## config.mk

```make
export PLATFORM = sky130hd
export DESIGN_NAME = serial_add_ctrl_flat
export DESIGN_NICKNAME = d
export VERILOG_FILES = /design/src/rtl/serial_add_ctrl_pkg.sv /design/src/rtl/serial_add_ctrl_if.sv /design/src/rtl/serial_add_ctrl_nibble_adder.sv /design/src/rtl/serial_add_ctrl.sv /design/src/flat_wrapper.sv
export SDC_FILE = /design/constraint.sdc
export NUM_CORES = 1
export LEC_CHECK = 0
export CORE_MARGIN = 8
export CORE_UTILIZATION = 50
export CTS_CLUSTER_SIZE = 14
export DETAILED_ROUTE_END_ITERATION = 16
export PLACE_DENSITY = 0.74
export SYNTH_ARGS = -nofsm -noshare
export SYNTH_HDL_FRONTEND = slang
export SYNTH_SLANG_ARGS = --single-unit
```

## constraint.sdc

```tcl
create_clock -name clk -period 3.1 [get_ports clk]
set_clock_uncertainty 0.05 [all_clocks]
set_input_delay 0.62 -clock clk [delete_from_list [all_inputs] [get_ports clk]]
set_output_delay 0.62 -clock clk [all_outputs]
set_load 0.01 [all_outputs]
```

## src/rtl/serial_add_ctrl_pkg.sv

```systemverilog
// adder_pkg: constants and types shared by the nibble-serial adder
// controller, its bus interface and the testbench.
//   NIBBLE_W : width of one adder slice (4 bits)
//   state_t  : controller FSM state (IDLE, RUN)
package adder_pkg;

  localparam int NIBBLE_W = 4;

  typedef enum logic {
    IDLE = 1'b0,
    RUN  = 1'b1
  } state_t;

endpackage

```

## src/rtl/serial_add_ctrl_if.sv

```systemverilog
// serial_add_ctrl_if: request/result bus between a requesting datapath
// (master) and the nibble-serial adder controller (slave).
//   start       : request, sampled only while the controller is idle
//   A, B, cin   : operands and carry-in, sampled on the accepting edge
//   sub         : subtract request (only when ADD_SUB_EN is defined)
//   busy        : high from the accepting edge until the result edge
//   done        : one-cycle pulse after the result edge
//   sum, co     : result and carry-out, held until the next accepted start
// Optional feature macro: ADD_SUB_EN (adds the sub signal).
interface serial_add_ctrl_if #(
  parameter int NIBBLES = 4
) ();
  import adder_pkg::*;

  localparam int W = NIBBLE_W * NIBBLES;

  logic         start;
  logic [W-1:0] A;
  logic [W-1:0] B;
  logic         cin;
`ifdef ADD_SUB_EN
  logic         sub;
`endif
  logic         busy;
  logic         done;
  logic [W-1:0] sum;
  logic         co;

`ifdef ADD_SUB_EN
  modport master (output start, A, B, cin, sub, input busy, done, sum, co);
  modport slave  (input start, A, B, cin, sub, output busy, done, sum, co);
`else
  modport master (output start, A, B, cin, input busy, done, sum, co);
  modport slave  (input start, A, B, cin, output busy, done, sum, co);
`endif

endinterface

```

## src/rtl/serial_add_ctrl_nibble_adder.sv

```systemverilog
// nibble_adder: combinational 4-bit adder slice with carry in/out.
//   a, b : 4-bit operands
//   cin  : carry-in
//   sum  : 4-bit sum
//   co   : carry-out
module nibble_adder (
  input  logic [3:0] a,
  input  logic [3:0] b,
  input  logic       cin,
  output logic [3:0] sum,
  output logic       co
);

  assign {co, sum} = {1'b0, a} + {1'b0, b} + {4'b0000, cin};

endmodule

```

## src/rtl/serial_add_ctrl.sv

```systemverilog
// serial_add_ctrl: nibble-serial multi-word adder controller. Reuses one
// 4-bit adder for NIBBLES cycles, least-significant nibble first, with the
// carry rippled through a register, so {co,sum} = A + B + cin.
// Ports:
//   clk       : system clock, rising edge
//   rst_n     : asynchronous active-low reset
//   bus       : serial_add_ctrl_if slave (start/A/B/cin[/sub] in,
//               busy/done/sum/co out)
//   dbg_state : current FSM state, for observation only
// Optional feature macro: ADD_SUB_EN -- sub=1 at accept loads ~B and
// forces carry-in to 1, giving A - B (co=1 means no borrow).
//
// Handshake: start is sampled only in IDLE; the edge on which it is seen
// is the accepting edge. busy is high from that edge to the result edge;
// done pulses for exactly one cycle after the result edge, together with
// the new sum/co. start during RUN is dropped, not queued.
module serial_add_ctrl
  import adder_pkg::*;
#(
  parameter int NIBBLES = 4
) (
  input  logic                 clk,
  input  logic                 rst_n,
  serial_add_ctrl_if.slave     bus,
  output state_t               dbg_state
);

  localparam int W  = NIBBLE_W * NIBBLES;
  localparam int CW = $clog2(NIBBLES);
  localparam logic [CW-1:0] LAST = CW'(NIBBLES - 1);

  state_t        state_q, state_d;
  logic [CW-1:0] cnt_q, cnt_d;
  logic [W-1:0]  a_sh_q, a_sh_d;
  logic [W-1:0]  b_sh_q, b_sh_d;
  logic [W-1:0]  res_q, res_d;
  logic          carry_q, carry_d;
  logic          busy_q, busy_d;
  logic          done_q, done_d;
  logic [W-1:0]  sum_q, sum_d;
  logic          co_q, co_d;

  logic [NIBBLE_W-1:0] nib_sum;
  logic                nib_co;
  logic [W-1:0]        res_next;

  nibble_adder u_nibble_adder (
    .a   (a_sh_q[NIBBLE_W-1:0]),
    .b   (b_sh_q[NIBBLE_W-1:0]),
    .cin (carry_q),
    .sum (nib_sum),
    .co  (nib_co)
  );

  // New nibble enters at the top so after NIBBLES shifts the first
  // (least significant) nibble has reached bit 0.
  assign res_next = {nib_sum, res_q[W-1:NIBBLE_W]};

  always_comb begin
    state_d = state_q;
    cnt_d   = cnt_q;
    a_sh_d  = a_sh_q;
    b_sh_d  = b_sh_q;
    res_d   = res_q;
    carry_d = carry_q;
    busy_d  = busy_q;
    done_d  = done_q;
    sum_d   = sum_q;
    co_d    = co_q;
    case (state_q)
      IDLE: begin
        done_d = 1'b0;
        if (bus.start) begin
          a_sh_d  = bus.A;
          b_sh_d  = bus.B;
          carry_d = bus.cin;
`ifdef ADD_SUB_EN
          if (bus.sub) begin
            b_sh_d  = ~bus.B;
            carry_d = 1'b1;
          end
`endif
          cnt_d   = '0;
          busy_d  = 1'b1;
          state_d = RUN;
        end
      end
      RUN: begin
        res_d   = res_next;
        carry_d = nib_co;
        a_sh_d  = a_sh_q >> NIBBLE_W;
        b_sh_d  = b_sh_q >> NIBBLE_W;
        cnt_d   = cnt_q + 1'b1;
        if (cnt_q == LAST) begin
          sum_d   = res_next;
          co_d    = nib_co;
          done_d  = 1'b1;
          busy_d  = 1'b0;
          cnt_d   = '0;
          state_d = IDLE;
        end
      end
      default: state_d = IDLE;
    endcase
  end

  always_ff @(posedge clk or negedge rst_n) begin
    if (!rst_n) begin
      state_q <= IDLE;
      cnt_q   <= '0;
      a_sh_q  <= '0;
      b_sh_q  <= '0;
      res_q   <= '0;
      carry_q <= 1'b0;
      busy_q  <= 1'b0;
      done_q  <= 1'b0;
      sum_q   <= '0;
      co_q    <= 1'b0;
    end else begin
      state_q <= state_d;
      cnt_q   <= cnt_d;
      a_sh_q  <= a_sh_d;
      b_sh_q  <= b_sh_d;
      res_q   <= res_d;
      carry_q <= carry_d;
      busy_q  <= busy_d;
      done_q  <= done_d;
      sum_q   <= sum_d;
      co_q    <= co_d;
    end
  end

  assign bus.busy  = busy_q;
  assign bus.done  = done_q;
  assign bus.sum   = sum_q;
  assign bus.co    = co_q;
  assign dbg_state = state_q;

endmodule

```

## src/flat_wrapper.sv

```systemverilog
// flat-port wrapper written by rule: the top's interface ports become plain ports
module serial_add_ctrl_flat import adder_pkg::*;
#(
  parameter int NIBBLES = 4
)
  (clk, rst_n, dbg_state, bus_start, bus_A, bus_B, bus_cin, bus_busy, bus_done, bus_sum, bus_co);
  serial_add_ctrl_if #(.NIBBLES(NIBBLES)) bus_i ();
  input  logic clk;
  input  logic rst_n;
  output state_t dbg_state;
  input wire logic [$bits(bus_i.start)-1:0] bus_start;
  input wire logic [$bits(bus_i.A)-1:0] bus_A;
  input wire logic [$bits(bus_i.B)-1:0] bus_B;
  input wire logic [$bits(bus_i.cin)-1:0] bus_cin;
  output wire logic [$bits(bus_i.busy)-1:0] bus_busy;
  output wire logic [$bits(bus_i.done)-1:0] bus_done;
  output wire logic [$bits(bus_i.sum)-1:0] bus_sum;
  output wire logic [$bits(bus_i.co)-1:0] bus_co;
  assign bus_i.start = bus_start;
  assign bus_i.A = bus_A;
  assign bus_i.B = bus_B;
  assign bus_i.cin = bus_cin;
  assign bus_busy = bus_i.busy;
  assign bus_done = bus_i.done;
  assign bus_sum = bus_i.sum;
  assign bus_co = bus_i.co;
  serial_add_ctrl #(.NIBBLES(NIBBLES)) u_core (.clk(clk), .rst_n(rst_n), .bus(bus_i), .dbg_state(dbg_state));
endmodule
```

==> PnR_summary.wiki <==
{| class="wikitable"
! Metric !! Value
|-
| Outcome || finished clean
|-
| Antenna cells || 0
|-
| Detailed Route Iter0 Violations || 112
|-
| Clock transition time at the flip-flop clock pins of the worst setup and hold paths || 0.06 ns
|-
| Synthesis-to-layout area growth || 26.61%
|-
| Post-route antenna net violation count || 0
|-
| CTS Root Cell || sky130_fd_sc_hd__clkbuf_8
|-
| Met1 Track Usage GR || 17.15%
|-
| Cell with the largest stage delay on the worst path || sky130_fd_sc_hd__clkdlybuf4s50_1
|-
| Detail-routed via count per cell || 5.208
|-
| Overflow after GRT || 0
|-
| Total clock buffers created by CTS || 9
|-
| Net Sw Frac || 32.99%
|-
| Transition time at the pin with the least slew margin || 0.6192 ns
|-
| Switching power total || 1.141 mW
|-
| Period utilization || 69.88%
|-
| Gate Count Post-Synth || 255
|-
| Busiest metal layer after global routing || met2
|-
| Worst slew slack as a fraction of its limit || 58.72%
|-
| Netlist cell types || 33
|-
| Post-cts resize count || 0
|-
| Class of the worst hold path || in2async
|-
| First-pass GRT wire length || 9694 microns
|-
| Proportion of synthesized flip-flops having asynchronous set or reset || 100.0%
|-
| Number of DRC violations after detailed routing || 0
|-
| Final core utilization || 64.18%
|-
| Portion of the post-synthesis area used by sequential elements || 56.88%
|-
| Number of buffer cells added on primary ports || 55
|-
| Number of fill cells in the layout || 483
|-
| Proportion of power drawn by flip-flops and latches || 43.1%
|-
| Cell-by-cell trace of the critical path || clkdlybuf4s50_1
|-
| Post-synthesis net count || 297
|-
| Leak || 1.726 nW
|-
| Prevailing post-synth register cell || sky130_fd_sc_hd__dfrtp_1
|-
| Combinational share of power || 37.2%
|-
| Critical Path Fanout Max || 13
|-
| Largest stage delay on the critical path || 0.61 ns
|-
| Instance area at placement || 0.003541 sq mm
|-
| Number of antenna violations at the first check in global routing || 0
|-
| Number of flops mapped to enable cells by yosys || 0
|-
| Total track usage || 14.00%
|-
| Total routed wirelength || 5579 microns
|-
| Final net count || 352
|-
| Worst r2r src || u_core.dbg_state
|-
| Number of setup violations in the final report || 0
|-
| CTS H-Tree Depth || 3
|-
| Crit Path Category || reg2out
|-
| Maximum number of pins on one net before global-route repair || 75
|-
| Highest Clock Rate || 461.7 MHz
|-
| HPWL reported at the end of detailed placement || 4044 microns
|-
| Number of placement rows || 28
|-
| Setup repair after global routing missed its margin || no
|-
| Wire length per cell || 14.31 microns
|-
| Cell area after synthesis || 0.002948 sq mm
|-
| I/O pin count || 56
|-
| Vias in the first global route || 2099
|-
| Final-report max-slew violation count || 0
|-
| Initial core utilization || 50.69%
|-
| Share of post-route cells with drive strength above 1 || 11.11%
|-
| Time the final worst path needs with I/O delays and setup || 2.166 ns
|-
| Met2 routing resource usage after global routing || 20.59%
|-
| Critical path buffers and inverters || 1
|-
| Number of hold-repair buffers added at the cts stage || 0
|-
| Areal power density over the cells || 926.6 mW/mm^2
|-
| Die Height || 92.79 microns
|-
| # clock sinks || 67
|-
| Worst Setup End Kind || output pin
|-
| Hold Fails Final Rpt || 0
|-
| Footprint of the multi-input gates || 0.001154 sq mm
|-
| Critical path origin || u_core.dbg_state
|-
| Critical path data arrival time || 1.50 ns
|-
| P_int || 2.317 mW
|-
| Die width || 92.79 microns
|-
| Sequential cell area || 0.001678 sq mm
|-
| Die outline area || 0.008609 sq mm
|-
| Syn. warnings || 0
|-
| Global routing usage on met3 || 6.634%
|-
| Number of vias in the routed layout || 2031
|-
| Clock latency on the worst-skew pair || 0.34 ns
|-
| Total of max-cap violations || 0
|-
| Setup crit start kind || flop
|-
| Postcts setup bufs || 0
|-
| Peak ir drop on the vdd network || 0.0004634 V
|-
| Data required, critical path || 2.43 ns
|-
| Final design instance area without fill || 0.003732 sq mm
|-
| Setup total negative slack || 0 ns
|-
| DR pass1 iterations || 4
|-
| Floorplan core area || 0.005816 sq mm
|-
| Cell type group with the largest total delay on the critical path || buffers and inverters
|-
| Worst-case clock buffer depth || 2
|-
| Post-Synthesis Mean Instance Area || 11.56 sq um
|-
| Flip-flop and latch count after synthesis || 67
|-
| CTS tree || done
|-
| Fraction of power consumed by the clock network || 19.8%
|-
| Global placer's final weighted congestion || 0.7814
|}
-- cell usage in the layout (no fill, tap or decap), types with 2 or more instances in the layout --
| master | netlist | final |
|---|---|---|
| sky130_fd_sc_hd__buf_4 | 2 | 4 |
| sky130_fd_sc_hd__fa_1 | 2 | 2 |
| sky130_fd_sc_hd__nor2b_1 | 3 | 3 |
| sky130_fd_sc_hd__nor2_1 | 11 | 11 |
| sky130_fd_sc_hd__buf_2 | 7 | 2 |
| sky130_fd_sc_hd__and4b_1 | 2 | 2 |
| sky130_fd_sc_hd__clkbuf_1 | 5 | 2 |
| sky130_fd_sc_hd__mux2_1 | 4 | 4 |
| sky130_fd_sc_hd__o21ai_0 | 32 | 32 |
| sky130_fd_sc_hd__clkdlybuf4s50_1 | 0 | 53 |
| sky130_fd_sc_hd__inv_1 | 12 | 12 |
| sky130_fd_sc_hd__dfrtp_1 | 67 | 66 |
| sky130_fd_sc_hd__or4_1 | 2 | 2 |
| sky130_fd_sc_hd__nand2_1 | 33 | 33 |
| sky130_fd_sc_hd__clkbuf_8 | 0 | 13 |
| sky130_fd_sc_hd__ha_1 | 4 | 4 |
| sky130_fd_sc_hd__nand2b_1 | 4 | 4 |
| sky130_fd_sc_hd__mux2_2 | 13 | 13 |
| sky130_fd_sc_hd__o22ai_1 | 2 | 2 |
| sky130_fd_sc_hd__mux2i_1 | 35 | 35 |
-- area by class of cell --
cell class	count	share of cell area [%]
Multi-Input combinational cell	161	30.91
Tap cell	75	2.514
Timing Repair Buffer	59	15.29
Sequential cell	67	44.95
Inverter	12	1.207
Clock inverter	1	0.1341
Clock buffer	15	4.995
-- stage by stage --
| stage | instances | power, mW | worst slack, ns | hold WS (ns) |
|---|---|---|---|---|
| global route | 390 | 3.737 | 0.8532 | 0.1951 |
| floorplan | 255 | 2.302 | 1.377 | 0.2744 |
| finish | 390 | 3.458 | 0.9339 | 0.1788 |
| global placement | 374 | 2.762 | 1.158 | 0.4117 |
| CTS | 390 | 3.513 | 0.8979 | 0.1762 |
| detailed placement | 374 | 2.820 | 1.117 | 0.4207 |
-- power by group through the flow --
| stage | clock, mW | combinational [mW] | sequential (mW) |
|---|---|---|---|
| final | 0.683 | 1.29 | 1.49 |
| after global routing | 0.746 | 1.45 | 1.54 |
| after CTS | 0.708 | 1.31 | 1.49 |
| after detailed placement | 0 | 1.31 | 1.51 |
| after global placement | 0 | 1.27 | 1.50 |
| after floorplan | 0 | 0.809 | 1.49 |
-- kinds of logic after synthesis --
family	share of synthesized area [%]
AOI/OAI and AO/OA	8.192
buffers and inverters	3.989
adders and majority gates	3.056
DFF	56.88
muxes	18.38
xor gates and xnor gates	0.2972
and+or+nand+nor	9.211
-- worst paths after layout --
kind                                          end  slack, ns  depth (start not counted)
worst max register to register   u_core.res_q[15]       1.21                          4
max in group asynchronous        u_core.b_sh_q[7]       2.13                          2
worst min-delay path            u_core.bus.sum[6]       0.18                          1
worst max-delay path                    dbg_state       0.93                          1
min in group clk                u_core.bus.sum[8]       0.43                          2
worst min register to register  u_core.bus.sum[8]       0.43                          2
-- registers in the layout, summed over array words and instances (netlist names) --
name	count
u_core.a_sh_q	16
u_core.b_sh_q	16
u_core.bus.sum	16
u_core.res_q	12
u_core.cnt_q	2
u_core.bus.busy	1
u_core.bus.co	1
u_core.bus.done	1
u_core.carry_q	1
u_core.dbg_state	1
-- Yosys cell counts (all sizes together) (3+ instances only) --
library cell	n	area, sq um
buf	10	53.79
clkbuf	5	18.77
dfrtp	67	1677
ha	4	50.05
inv	12	45.04
mux2	17	191.4
mux2i	35	350.3
nand2	34	130.1
nand2b	4	25.02
nor2	11	41.29
nor2b	3	18.77
o21ai	32	160.2
-- metal layers --
layer,share of wire (%),routed length [microns],up-vias
met2,46,2579,57
met1,44,2478,977
li1,-,-,988
met4,1.4,79,0
met5,0,0,-
met3,7.9,442,9
(Power assumes the default switching activity.)
